**src/rtl/dma_chan_reg_file.sv**
```systemverilog
// 8237A-style DMA channel register file: per-channel base/current address and count,
// mode, command, mask, request and TC status. Optional TC interrupt under DMA_TC_IRQ_EN.
module dma_chan_reg_file #(
    parameter int NUM_CH = 4,
    parameter int REG_W  = 16
) (
    input  logic                    clk,
    input  logic                    reset_n,
    input  logic                    cpu_cs,
    input  logic                    cpu_wr,
    input  logic                    cpu_rd,
    input  logic [3:0]              cpu_addr,
    input  logic [7:0]              cpu_wdata,
    output logic [7:0]              cpu_rdata,
    input  logic [NUM_CH-1:0]       hw_dreq,
    input  logic                    upd_valid,
    input  logic [1:0]              upd_ch,
    input  logic [REG_W-1:0]        upd_addr,
    input  logic [REG_W-1:0]        upd_cnt,
    input  logic                    upd_tc,
    output logic [NUM_CH*REG_W-1:0] cur_addr_o,
    output logic [NUM_CH*REG_W-1:0] cur_cnt_o,
    output logic [NUM_CH*6-1:0]     mode_o,
    output logic [7:0]              cmd_o,
    output logic [NUM_CH-1:0]       mask_o,
    output logic [NUM_CH-1:0]       sw_req_o,
    output logic [NUM_CH-1:0]       tc_o,
    output logic                    tc_irq
);
    localparam int NB = REG_W / 8;

    logic [REG_W-1:0]  base_addr [NUM_CH];
    logic [REG_W-1:0]  base_cnt  [NUM_CH];
    logic [REG_W-1:0]  cur_addr  [NUM_CH];
    logic [REG_W-1:0]  cur_cnt   [NUM_CH];
    logic [5:0]        mode      [NUM_CH];
    logic [7:0]        cmd;
    logic [NUM_CH-1:0] mask, sw_req, tc, tc_nxt;
    logic [1:0]        bp, bp_nxt;

    logic       do_wr, do_rd, ch_acc, stat_rd, master_clr, u_ok;
    logic       a_sel, a_ch_ok, w_ch_ok;
    logic [1:0] a_ch, w_ch;
    logic [3:0] req4, tc4;
    logic [7:0] ch_byte, rd_mux;

    assign do_wr      = cpu_cs & cpu_wr;
    assign do_rd      = cpu_cs & cpu_rd & ~cpu_wr;
    assign ch_acc     = (do_wr | do_rd) & ~cpu_addr[3];
    assign stat_rd    = do_rd & (cpu_addr == 4'h8);
    assign master_clr = do_wr & (cpu_addr == 4'hD);
    assign a_ch       = cpu_addr[2:1];
    assign a_sel      = cpu_addr[0];
    assign w_ch       = cpu_wdata[1:0];
    assign a_ch_ok    = int'(a_ch) < NUM_CH;
    assign w_ch_ok    = int'(w_ch) < NUM_CH;
    assign u_ok       = upd_valid & (int'(upd_ch) < NUM_CH);
    assign bp_nxt     = (bp == 2'(NB - 1)) ? 2'd0 : bp + 2'd1;

    always_comb begin
        req4    = '0;
        tc4     = '0;
        ch_byte = '0;
        for (int c = 0; c < NUM_CH; c++) begin
            req4[c] = hw_dreq[c] | sw_req[c];
            tc4[c]  = tc[c];
        end
        if (a_ch_ok) begin
            for (int b = 0; b < NB; b++) begin
                if (bp == 2'(b))
                    ch_byte = a_sel ? cur_cnt[a_ch][b*8 +: 8] : cur_addr[a_ch][b*8 +: 8];
            end
        end
        rd_mux = '0;
        if (!cpu_addr[3])
            rd_mux = ch_byte;
        else if (cpu_addr == 4'h8)
            rd_mux = {req4, tc4};
    end

    // A TC set on the same edge as a status-read clear must survive.
    always_comb begin
        tc_nxt = tc;
        if (stat_rd)
            tc_nxt = '0;
        if (u_ok && upd_tc)
            tc_nxt[upd_ch] = 1'b1;
    end

    always_ff @(posedge clk) begin
        if (!reset_n || master_clr) begin
            for (int c = 0; c < NUM_CH; c++) begin
                base_addr[c] <= '0;
                base_cnt[c]  <= '0;
                cur_addr[c]  <= '0;
                cur_cnt[c]   <= '0;
                mode[c]      <= '0;
            end
            cmd       <= '0;
            mask      <= '1;
            sw_req    <= '0;
            tc        <= '0;
            bp        <= '0;
            cpu_rdata <= '0;
        end else begin
            tc <= tc_nxt;
            if (ch_acc)
                bp <= bp_nxt;
            if (do_rd)
                cpu_rdata <= rd_mux;
            if (do_wr) begin
                if (!cpu_addr[3]) begin
                    if (a_ch_ok) begin
                        for (int b = 0; b < NB; b++) begin
                            if (bp == 2'(b)) begin
                                if (a_sel) begin
                                    base_cnt[a_ch][b*8 +: 8] <= cpu_wdata;
                                    cur_cnt[a_ch][b*8 +: 8]  <= cpu_wdata;
                                end else begin
                                    base_addr[a_ch][b*8 +: 8] <= cpu_wdata;
                                    cur_addr[a_ch][b*8 +: 8]  <= cpu_wdata;
                                end
                            end
                        end
                    end
                end else begin
                    case (cpu_addr[2:0])
                        3'd0: cmd <= cpu_wdata;
                        3'd1: if (w_ch_ok) sw_req[w_ch] <= cpu_wdata[2];
                        3'd2: if (w_ch_ok) mask[w_ch] <= cpu_wdata[2];
                        3'd3: if (w_ch_ok) mode[w_ch] <= cpu_wdata[7:2];
                        3'd4: bp <= '0;
                        3'd6: mask <= '0;
                        3'd7: mask <= cpu_wdata[NUM_CH-1:0];
                        default: ;
                    endcase
                end
            end
            // Engine update is applied last so it overrides same-cycle CPU writes.
            if (u_ok) begin
                if (upd_tc && mode[upd_ch][2]) begin
                    cur_addr[upd_ch] <= base_addr[upd_ch];
                    cur_cnt[upd_ch]  <= base_cnt[upd_ch];
                end else begin
                    cur_addr[upd_ch] <= upd_addr;
                    cur_cnt[upd_ch]  <= upd_cnt;
                end
                if (upd_tc) begin
                    sw_req[upd_ch] <= 1'b0;
                    if (!mode[upd_ch][2])
                        mask[upd_ch] <= 1'b1;
                end
            end
        end
    end

`ifdef DMA_TC_IRQ_EN
    // mask here is still the pre-auto-mask value for this edge.
    always_ff @(posedge clk) begin
        if (!reset_n || master_clr)
            tc_irq <= 1'b0;
        else
            tc_irq <= |(tc_nxt & ~mask);
    end
`else
    assign tc_irq = 1'b0;
`endif

    always_comb begin
        cur_addr_o = '0;
        cur_cnt_o  = '0;
        mode_o     = '0;
        for (int c = 0; c < NUM_CH; c++) begin
            cur_addr_o[c*REG_W +: REG_W] = cur_addr[c];
            cur_cnt_o[c*REG_W +: REG_W]  = cur_cnt[c];
            mode_o[c*6 +: 6]             = mode[c];
        end
    end

    assign cmd_o    = cmd;
    assign mask_o   = mask;
    assign sw_req_o = sw_req;
    assign tc_o     = tc;
endmodule

```
**config.mk**
```make
export PLATFORM = sky130hd
export DESIGN_NAME = dma_chan_reg_file
export DESIGN_NICKNAME = d
export VERILOG_FILES = /design/src/rtl/dma_chan_reg_file.sv
export SDC_FILE = /design/constraint.sdc
export NUM_CORES = 1
export LEC_CHECK = 0
export CAP_MARGIN = 20
export CORE_MARGIN = 2
export CORE_UTILIZATION = 59
export DETAILED_ROUTE_END_ITERATION = 6
export PLACE_DENSITY_LB_ADDON = 0.1
export SETUP_SLACK_MARGIN = 0.05
export SLEW_MARGIN = 5
export SYNTH_ARGS = -nofsm -noshare
export SYNTH_HDL_FRONTEND = slang
export SYNTH_SLANG_ARGS = --single-unit
```
**constraint.sdc**
```tcl
create_clock -name clk -period 5.3 [get_ports clk]
set_clock_uncertainty 0.15 [all_clocks]
set_input_delay 1.06 -clock clk [delete_from_list [all_inputs] [get_ports clk]]
set_output_delay 1.06 -clock clk [all_outputs]
set_load 0.05 [all_outputs]
```
==> results.toml, run 1 <==
[status]
status = "finished, violations left"
violations = "design-rule violations"

[final_layout]
multi_input_area_um2 = 5850
layout.nets = 1568
drive_gt1_share_pct = 11.3
final_cells = 1873
area_delta_synth_final_pct = 23.5
final_util_pct = 74.1
n_fill_cell = 1776
regArea_um2 = 9010

[global_route]
grtUsageMet1_pct = 56.2
overflow = 0
met3_usage_pct = 11.2
globalRouteMet2Util_pct = 55.7
antenna_found_initial = 0
grt_usage_pct = 38.7
busiest_layer = "met1"
grt_pass1_vias = 12348
grt_pass1_wl_um = 80000
grt_max_degree = 65

[floorplanning]
ios = 238
die_w_um = 167
rows = 59
start_util_pct = 60.0
die_h_um = 167
die-area_um2 = 27800
core_um2 = 26100

[power]
p_leak_nw = 7.04
powerDensity_nw_per_um2 = 332
power.clock.fraction_pct = 39.4
power_frac_comb_pct = 15.7
pwr-share-seq_pct = 44.9
max-vdd-ir-drop_v = 0.000300
p_switching_w = 0.00177
p_int_w = 0.00463
p_sw_share_pct = 27.7

[cts]
cts_resized = 0
cts_tree = "yes"
clock_latency_ps = 530
cts_root_buf = "clkbuf_16"
clock_path_buffers = 3
ctsHoldBuffers = 0
cts_setup_buffers = 0
cts_made_buffers = 34
cts.htree.levels = 2
cts_sinks = 310
clkTransAtPathRegs_ps = 60

[synthesis]
ys.flop_type = "edfxtp_1"
syn-num-nets = 1380
synth_top_area_cell = "edfxtp_1"
synthTopCellsByCount = "edfxtp_1 (280), a31oi_1 (139), nand2_1 (115), nor2_1 (108), mux2i_1 (101)"
ys_types = 65
synth.most_common_cell = "edfxtp_1"
synth_area_leaders = "edfxtp_1 (54%), mux2i_1 (6.5%), mux4_2 (5.8%), a31oi_1 (5.6%), dfxtp_1 (3.8%)"
syn_area_per_cell_um2 = 11.8
yosysTopAreaCellShare_pct = 53.8
synth_cells = 1323
ys_warn_count = 0
synth-edff-count = 280
ys_ff_latch = 310
syn_area_um2 = 15600
async_reset_ff_share_pct = 0
seq_area_frac_synth_pct = 57.6

[sta]
fin_hold_ws_ps = 311
min_period_over_period_pct = 70.4
fin_setup_tns_ps = 0
fmax_mhz = 268
finalSetupViolCount = 0
rsz0062_at_grt = "no"
finalCriticalPeriod_ps = 3730
hold_violations = 0
slew_headroom_pct = 19.6
tightest_slew_ps = 1200
final_max_slew_viol_count = 0

[placed_design]
dp.final_hpwl_um = 38900
dp.cells = 1810
place_congestion = 0.974
portBuffers = 236

[critical_path]
timing.critical_path.required_ps = 5320
cp-start-kind = "input pin"
crit_path_end_kind = "register"
cp.arrival_ps = 3750
cp_max_fo = 18
crit_type = "input pin to register"

[detailed_routing]
drt-total-wl_um = 54900
first_pass_iters = 7
ant_nets = 0
drcViolationCount = 4
num_vias = 13324
wl_per_cell_um = 29.3
via_per_inst = 7.11
drtIter0Drc = 2588

[hold_path]
hold_class = "register to register"

[run]
cap_violations = 0
## placed cells by master, fill, tap and decap left out, drive strengths merged, types with 5 or more instances in the layout
cell,count
mux2i,101
a41oi,8
edfxtp,280
dfxtp,30
a31oi,139
nand2b,6
nor2,111
clkbuf,42
nor3,18
o21ai,50
nand3,19
clkdlybuf4s50,232
buf,49
nand4,18
a21oi,69
and2,29
o2bb2ai,8
a211oi,16
bufinv,7
mux4,40
nand4b,5
nand2,117
inv,45
or2,10
o211ai,9
o22ai,16
clkinv,11
## flip-flops by register name, summed over array words and instances, names as in the netlist
| name | cells |
|---|---|
| base_addr | 64 |
| base_cnt | 64 |
| bp | 2 |
| cmd_o | 8 |
| cpu_rdata | 8 |
| cur_addr | 64 |
| cur_cnt | 64 |
| mask_o | 4 |
| mode | 24 |
| sw_req_o | 4 |
| tc_o | 4 |
## power groups by stage
stage / Sequential [W] / Combinational (W) / Clock [W]
floorplan: 0.00314 / 0.000365 / 0
global placement: 0.00291 / 0.000968 / 0
detailed placement: 0.00292 / 0.000976 / 0
CTS: 0.00287 / 0.000980 / 0.00251
global route: 0.00288 / 0.00103 / 0.00261
finish: 0.00287 / 0.00100 / 0.00252
## worst max-delay path, stage by stage
cell and delay (ps):
clkdlybuf4s50_1 610, and4b_1 460, buf_4 270, a21oi_4 630
nand2_2 290, nand2_1 410
## layout make-up
type / count / share of cell area [%]
sequential: 310 / 46.7
multi-input combinational: 841 / 30.3
timing repair buffer: 281 / 14.0
clock buffer: 42 / 4.56
tap: 335 / 2.17
clock inverter: 20 / 1.49
inverter: 43 / 0.836
antenna: 1 / 0.0130
## kinds of logic (layout without fill, tap and decap cells)
group,count (synthesis),after routing,synth area share (%)
muxes,143,143,12.4
buffers and inverters,172,386,5.20
AOI/OAI and AO/OA,330,330,13.3
other,1,2,0.0240
and+or+nand+nor,366,366,11.4
DFF,310,310,57.6
xor gates and xnor gates,1,1,0.0561
## metrics by stage
step | worst slack (ps) | instance area [um^2] | power [W]
floorplan | 1920 | 15600 | 0.00350
global placement | 1220 | 18100 | 0.00388
detailed placement | 1180 | 18100 | 0.00389
CTS | 1680 | 19300 | 0.00636
global route | 1470 | 19300 | 0.00651
finish | 1570 | 19300 | 0.00640
## final timing paths
path	startpoint	to	slack, ps	depth (start not counted)
worst max-delay path	cpu_wr	cur_cnt[2][5]	1570	6
worst min-delay path	cmd_o[3]	cmd_o[3]	310	2
worst max register to register	mode[3][2]	cur_addr[2][13]	2560	4
worst min register to register	cmd_o[3]	cmd_o[3]	310	2
## routing by layer
metal	up-vias	wire length [um]	part of all wire, %
met5	-	0	0
met4	0	2510	4.6
met3	211	8710	16
met2	1298	23500	43
met1	6366	20200	37
li1	5449	-	-
(Power assumes the default switching activity.)
==> run 2: changes to the inputs <==
- CORE_UTILIZATION: 59 -> 55
- clock period: 5.3 -> 3.87 ns (I/O delays scaled with it)
==> run 2 against run 1 <==
Final area up 1.3%. Worst hold slack worse by 6.3 ps. Clock-buffer cell count fell by 8. Non-clock buffer count increased by 27. Worst setup slack lost 690 ps. Largest cell class unchanged. Sequential share of layout area is 0.62 points lower. The run still ends with design-rule violations left. Routed wire length grew 1.5%. First-iteration DRC count decreased by 16%.
==> results.toml, run 2 (synthesized netlist as in run 1, its figures left out) <==
[status]
status = "finished, violations left"
violations = "design-rule violations"

[cts]
cts_made_buffers = 31
cts_tree = "yes"
ctsHoldBuffers = 0
cts_resized = 0
cts_root_buf = "clkbuf_16"
clock_latency_ps = 570
clkTransAtPathRegs_ps = 60
cts.htree.levels = 1
cts_sinks = 310
cts_setup_buffers = 0
clock_path_buffers = 3

[placed_design]
place_congestion = 0.952
dp.final_hpwl_um = 40500
dp.cells = 1880
portBuffers = 236

[floorplanning]
die-area_um2 = 29800
core_um2 = 27900
start_util_pct = 56.1
die_w_um = 173
die_h_um = 173
ios = 238
rows = 61

[power]
powerDensity_nw_per_um2 = 441
power.clock.fraction_pct = 38.4
p_sw_share_pct = 27.5
p_leak_nw = 7.15
power_frac_comb_pct = 16.1
p_switching_w = 0.00237
max-vdd-ir-drop_v = 0.000316
pwr-share-seq_pct = 45.5
p_int_w = 0.00625

[global_route]
grt_max_degree = 49
overflow = 0
antenna_found_initial = 0
grt_pass1_wl_um = 81400
grt_pass1_vias = 12091
grt_usage_pct = 36.6

[final_layout]
n_fill_cell = 1969
layout.nets = 1592
drive_gt1_share_pct = 12.6
area_delta_synth_final_pct = 25.2
final_cell_mix = "edfxtp_1 (280), clkdlybuf4s50_1 (234), a31oi_1 (139), nand2_1 (115), nor2_1 (108)"
final_cells = 1935
num_antenna_cells = 0
final_common_cell = "edfxtp_1"

[run]
cap_violations = 0

[detailed_routing]
drcViolationCount = 11
drtIter0Drc = 2186
via_per_inst = 6.62
num_vias = 12806
wl_per_cell_um = 28.8
first_pass_iters = 7
ant_nets = 0
drt-total-wl_um = 55700

[critical_path]
crit_type = "input pin to register"
cp.arrival_ps = 3210
crit_path_end_kind = "register"
timing.critical_path.required_ps = 4090
cp_max_fo = 23
cp-start-kind = "input pin"

[sta]
rsz0062_at_grt = "no"
finalSetupViolCount = 0
fmax_mhz = 334
tightest_slew_ps = 1030
hold_violations = 0
min_period_over_period_pct = 77.4
slew_headroom_pct = 31.3
final_max_slew_viol_count = 0
finalCriticalPeriod_ps = 2990
fin_setup_tns_ps = 0

[hold_path]
hold_class = "register to register"
-- run 2: cell types whose count changed in the layout (fill, tap and decap cells not counted), sizes merged --
cell           change
clkbuf             -8
clkinvlp           +3
clkdlybuf4s50      +2
inv                -1
diode              -1
clkinv             -2
buf               +25
bufinv             +1
-- run 2: worst paths after layout --
| kind | from | endpoint | slack, ps | cells after the start |
|---|---|---|---|---|
| max | reset_n | cur_addr[0][14] | 880 | 7 |
| min | cmd_o[1] | cmd_o[1] | 300 | 2 |
| max reg2reg | mode[3][2] | cur_addr[1][12] | 1230 | 5 |
| min reg2reg | cmd_o[1] | cmd_o[1] | 300 | 2 |
-- run 2: through the flow --
step           hold WS (ps)  util [%]  worst slack (ps)  area [um^2]  total power [W]
6_report                305      70.2               875        19600          0.00862
5_1_grt                 326      70.2               684        19600          0.00879
4_1_cts                 307      70.2               885        19600          0.00859
3_5_place_dp            298      66.3               318        18500          0.00535
3_3_place_gp            296      66.3               398        18500          0.00534
2_1_floorplan           514         -               779        15600          0.00479
-- run 2: power groups by stage --
stage,Combinational (W),Clock [W],Sequential [W]
global placement,0.00135,0,0.00398
floorplan,0.000500,0,0.00429
detailed placement,0.00136,0,0.00399
global route,0.00144,0.00342,0.00393
finish,0.00139,0.00331,0.00392
CTS,0.00137,0.00330,0.00392
-- run 2: critical path: stages --
cell and delay, ps:
clkdlybuf4s50_1 780, nand2_1 380, a211oi_4 380, buf_4 240, buf_4 310, a31oi_1 80, a31oi_1 260
-- run 2: cell type report --
class                      instances  area (um^2)  area share (%)
clock buffer                      34          787            4.02
clock inverter                    21          313            1.60
timing repair buffer             308         2970            15.2
inverter                          43          161           0.825
sequential                       310         9010            46.1
multi-input combinational        841         5850            29.9
tap                              378          473            2.42
-- run 2: per-layer routing --
metal | track usage [%] | up-vias | share of wire (%)
met5 | 0 | - | 0
met4 | 11.7 | 0 | 3.5
met3 | 9.48 | 149 | 14
met2 | 54.9 | 1046 | 44
met1 | 52.8 | 6128 | 38
li1 | - | 5483 | -
==> run 3: changes to the inputs <==
- CORE_UTILIZATION: 55 -> 49
- clock period: 3.87 -> 2.66 ns (I/O delays scaled with it)
==> run 3 against run 2 <==
The run now ends clean. Worst hold slack gained 5.4 ps. Register-to-register slack worse by 830 ps. Non-clock buffer count up 130. Sequential power is 46% higher. Global-route usage shrank 2.3 points. Power is 51% higher. Final area up 8.2%. Combinational power increased by 63%. Core utilization shrank 3.0 points. Sequential share of layout area is 3.5 points lower. Routed wire length is 3.7% higher.
==> results.toml, run 3 (synthesized netlist as in run 1, its figures left out) <==
[status]
status = "finished, final reports clean"

[placed_design]
portBuffers = 236
dp.final_hpwl_um = 42900
post_dp_cell_area_um2 = 20000
place_congestion = 0.994
dp.cells = 2034

[cts]
cts_setup_buffers = 0
cts.htree.levels = 2
clock_path_buffers = 3
cts_tree = "yes"
ctsHoldBuffers = 0
cts_made_buffers = 34
cts_resized = 0
cts_root_buf = "clkbuf_16"
clkTransAtPathRegs_ps = 60
clock_latency_ps = 520
cts_sinks = 310

[sta]
finalSetupViolCount = 0
slew_headroom_pct = 39.9
tightest_slew_ps = 894
rsz0062_at_grt = "no"
fmax_mhz = 401
final_max_slew_viol_count = 0
min_period_over_period_pct = 93.9
hold_violations = 0
finalCriticalPeriod_ps = 2500

[power]
p_leak_nw = 7.99
powerDensity_nw_per_um2 = 617
max-vdd-ir-drop_v = 0.000590

[global_route]
grt_max_degree = 41
grt_pass1_vias = 13160
grt_pass1_wl_um = 84100
antenna_found_initial = 0
overflow = 0
grt_usage_pct = 34.4

[critical_path]
critical_path.startpoint = "cur_addr[1][6]"
cp_max_fo = 2
slowest_delay_ps = 850
cp.depth = 1
crit_chain = "clkdlybuf4s50_1"
crit_type = "register to primary output"
ff2ff_setup_slack_ps = 400
cp.arrival_ps = 1810
cp_slowest_cell = "clkdlybuf4s50_1"
crit_end = "cur_addr_o[22]"
worst_path_dominant_cell_family = "buffers and inverters"
r2r-start = "mode[3][2]"
critPathBufInv = 1
cp-start-kind = "register"
reg2reg_depth = 6
r2r-end = "cur_addr[3][0]"
timing.critical_path.required_ps = 1980
crit_path_end_kind = "primary output"

[final_layout]
final_util_pct = 67.2
fin_area_um2 = 21200
final_common_cell = "edfxtp_1"
num_antenna_cells = 0
layout.nets = 1725
final_cell_mix = "edfxtp_1 (280), clkdlybuf4s50_1 (234), buf_4 (156), a31oi_1 (139), nand2_1 (115)"
n_fill_cell = 2313
area_delta_synth_final_pct = 35.4
final_cells = 2095
drive_gt1_share_pct = 19.5

[detailed_routing]
drt-total-wl_um = 57700
wl_per_cell_um = 27.6
drcViolationCount = 0
drtIter0Drc = 2194
first_pass_iters = 7
num_vias = 13586
via_per_inst = 6.48
ant_nets = 0

[floorplanning]
core_um2 = 31500
rows = 65
start_util_pct = 49.7
die_w_um = 183
die-area_um2 = 33300
die_h_um = 183
ios = 238

[run]
cap_violations = 0

[hold_path]
hold_class = "register to register"
==> run 3: cell count changes in the layout (fill, tap and decap cells not counted) <==
cell and change:
buf_12 +41, buf_4 +89, bufinv_16 -1, clkbuf_1 +5, clkbuf_16 +4, clkinv_1 -3
clkinv_2 +1, clkinv_4 -1, inv_8 +1, o21ai_0 -2, o21ai_1 +2
==> run 3: area by class of cell <==
| class | count | area [um^2] | area share, % |
|---|---|---|---|
| well taps | 402 | 503 | 2.38 |
| inverters | 43 | 161 | 0.763 |
| repair buffers | 438 | 4460 | 21.1 |
| clock inverters | 18 | 279 | 1.32 |
| multi-input cells | 841 | 5850 | 27.6 |
| clock buffers | 43 | 906 | 4.28 |
| flip-flops and latches | 310 | 9010 | 42.6 |
==> run 3: worst min-delay path by stage <==
stage	startpoint	endpoint	slack, ps	cells past startpoint
after floorplan	bp[1]	bp[1]	510	2
after global placement	cmd_o[1]	cmd_o[1]	300	2
after detailed placement	cmd_o[6]	cmd_o[6]	300	2
after CTS	cmd_o[6]	cmd_o[6]	310	2
after global routing	cmd_o[2]	cmd_o[2]	340	2
final	cmd_o[6]	cmd_o[6]	310	2
==> run 3: power by group <==
part           internal [W]  leakage [nW]  switching (W)
clock network       0.00311         0.567        0.00197
logic              0.000830          4.28        0.00143
registers           0.00555          3.14       0.000161
==> run 3: through the flow <==
stage / setup TNS, ps / power (W) / setup WS (ps) / hold slack, ps
after global routing: 0 / 0.0133 / 141 / 336
after global placement: -54410 / 0.00800 / -298 / 299
after detailed placement: -59010 / 0.00802 / -244 / 304
after CTS: 0 / 0.0130 / 167 / 312
final: 0 / 0.0131 / 163 / 310
after floorplan: 0 / 0.00698 / 63.1 / 514
==> run 3: metal layers <==
| metal | vias up | wire, um | part of all wire [%] | track usage, % |
|---|---|---|---|---|
| li1 | 5748 | - | - | - |
| met1 | 6554 | 22400 | 39 | 47.8 |
| met2 | 1065 | 25600 | 44 | 52.8 |
| met3 | 219 | 7180 | 12 | 7.64 |
| met4 | 0 | 2620 | 4.5 | 13.6 |
| met5 | - | 0 | 0 | 0 |
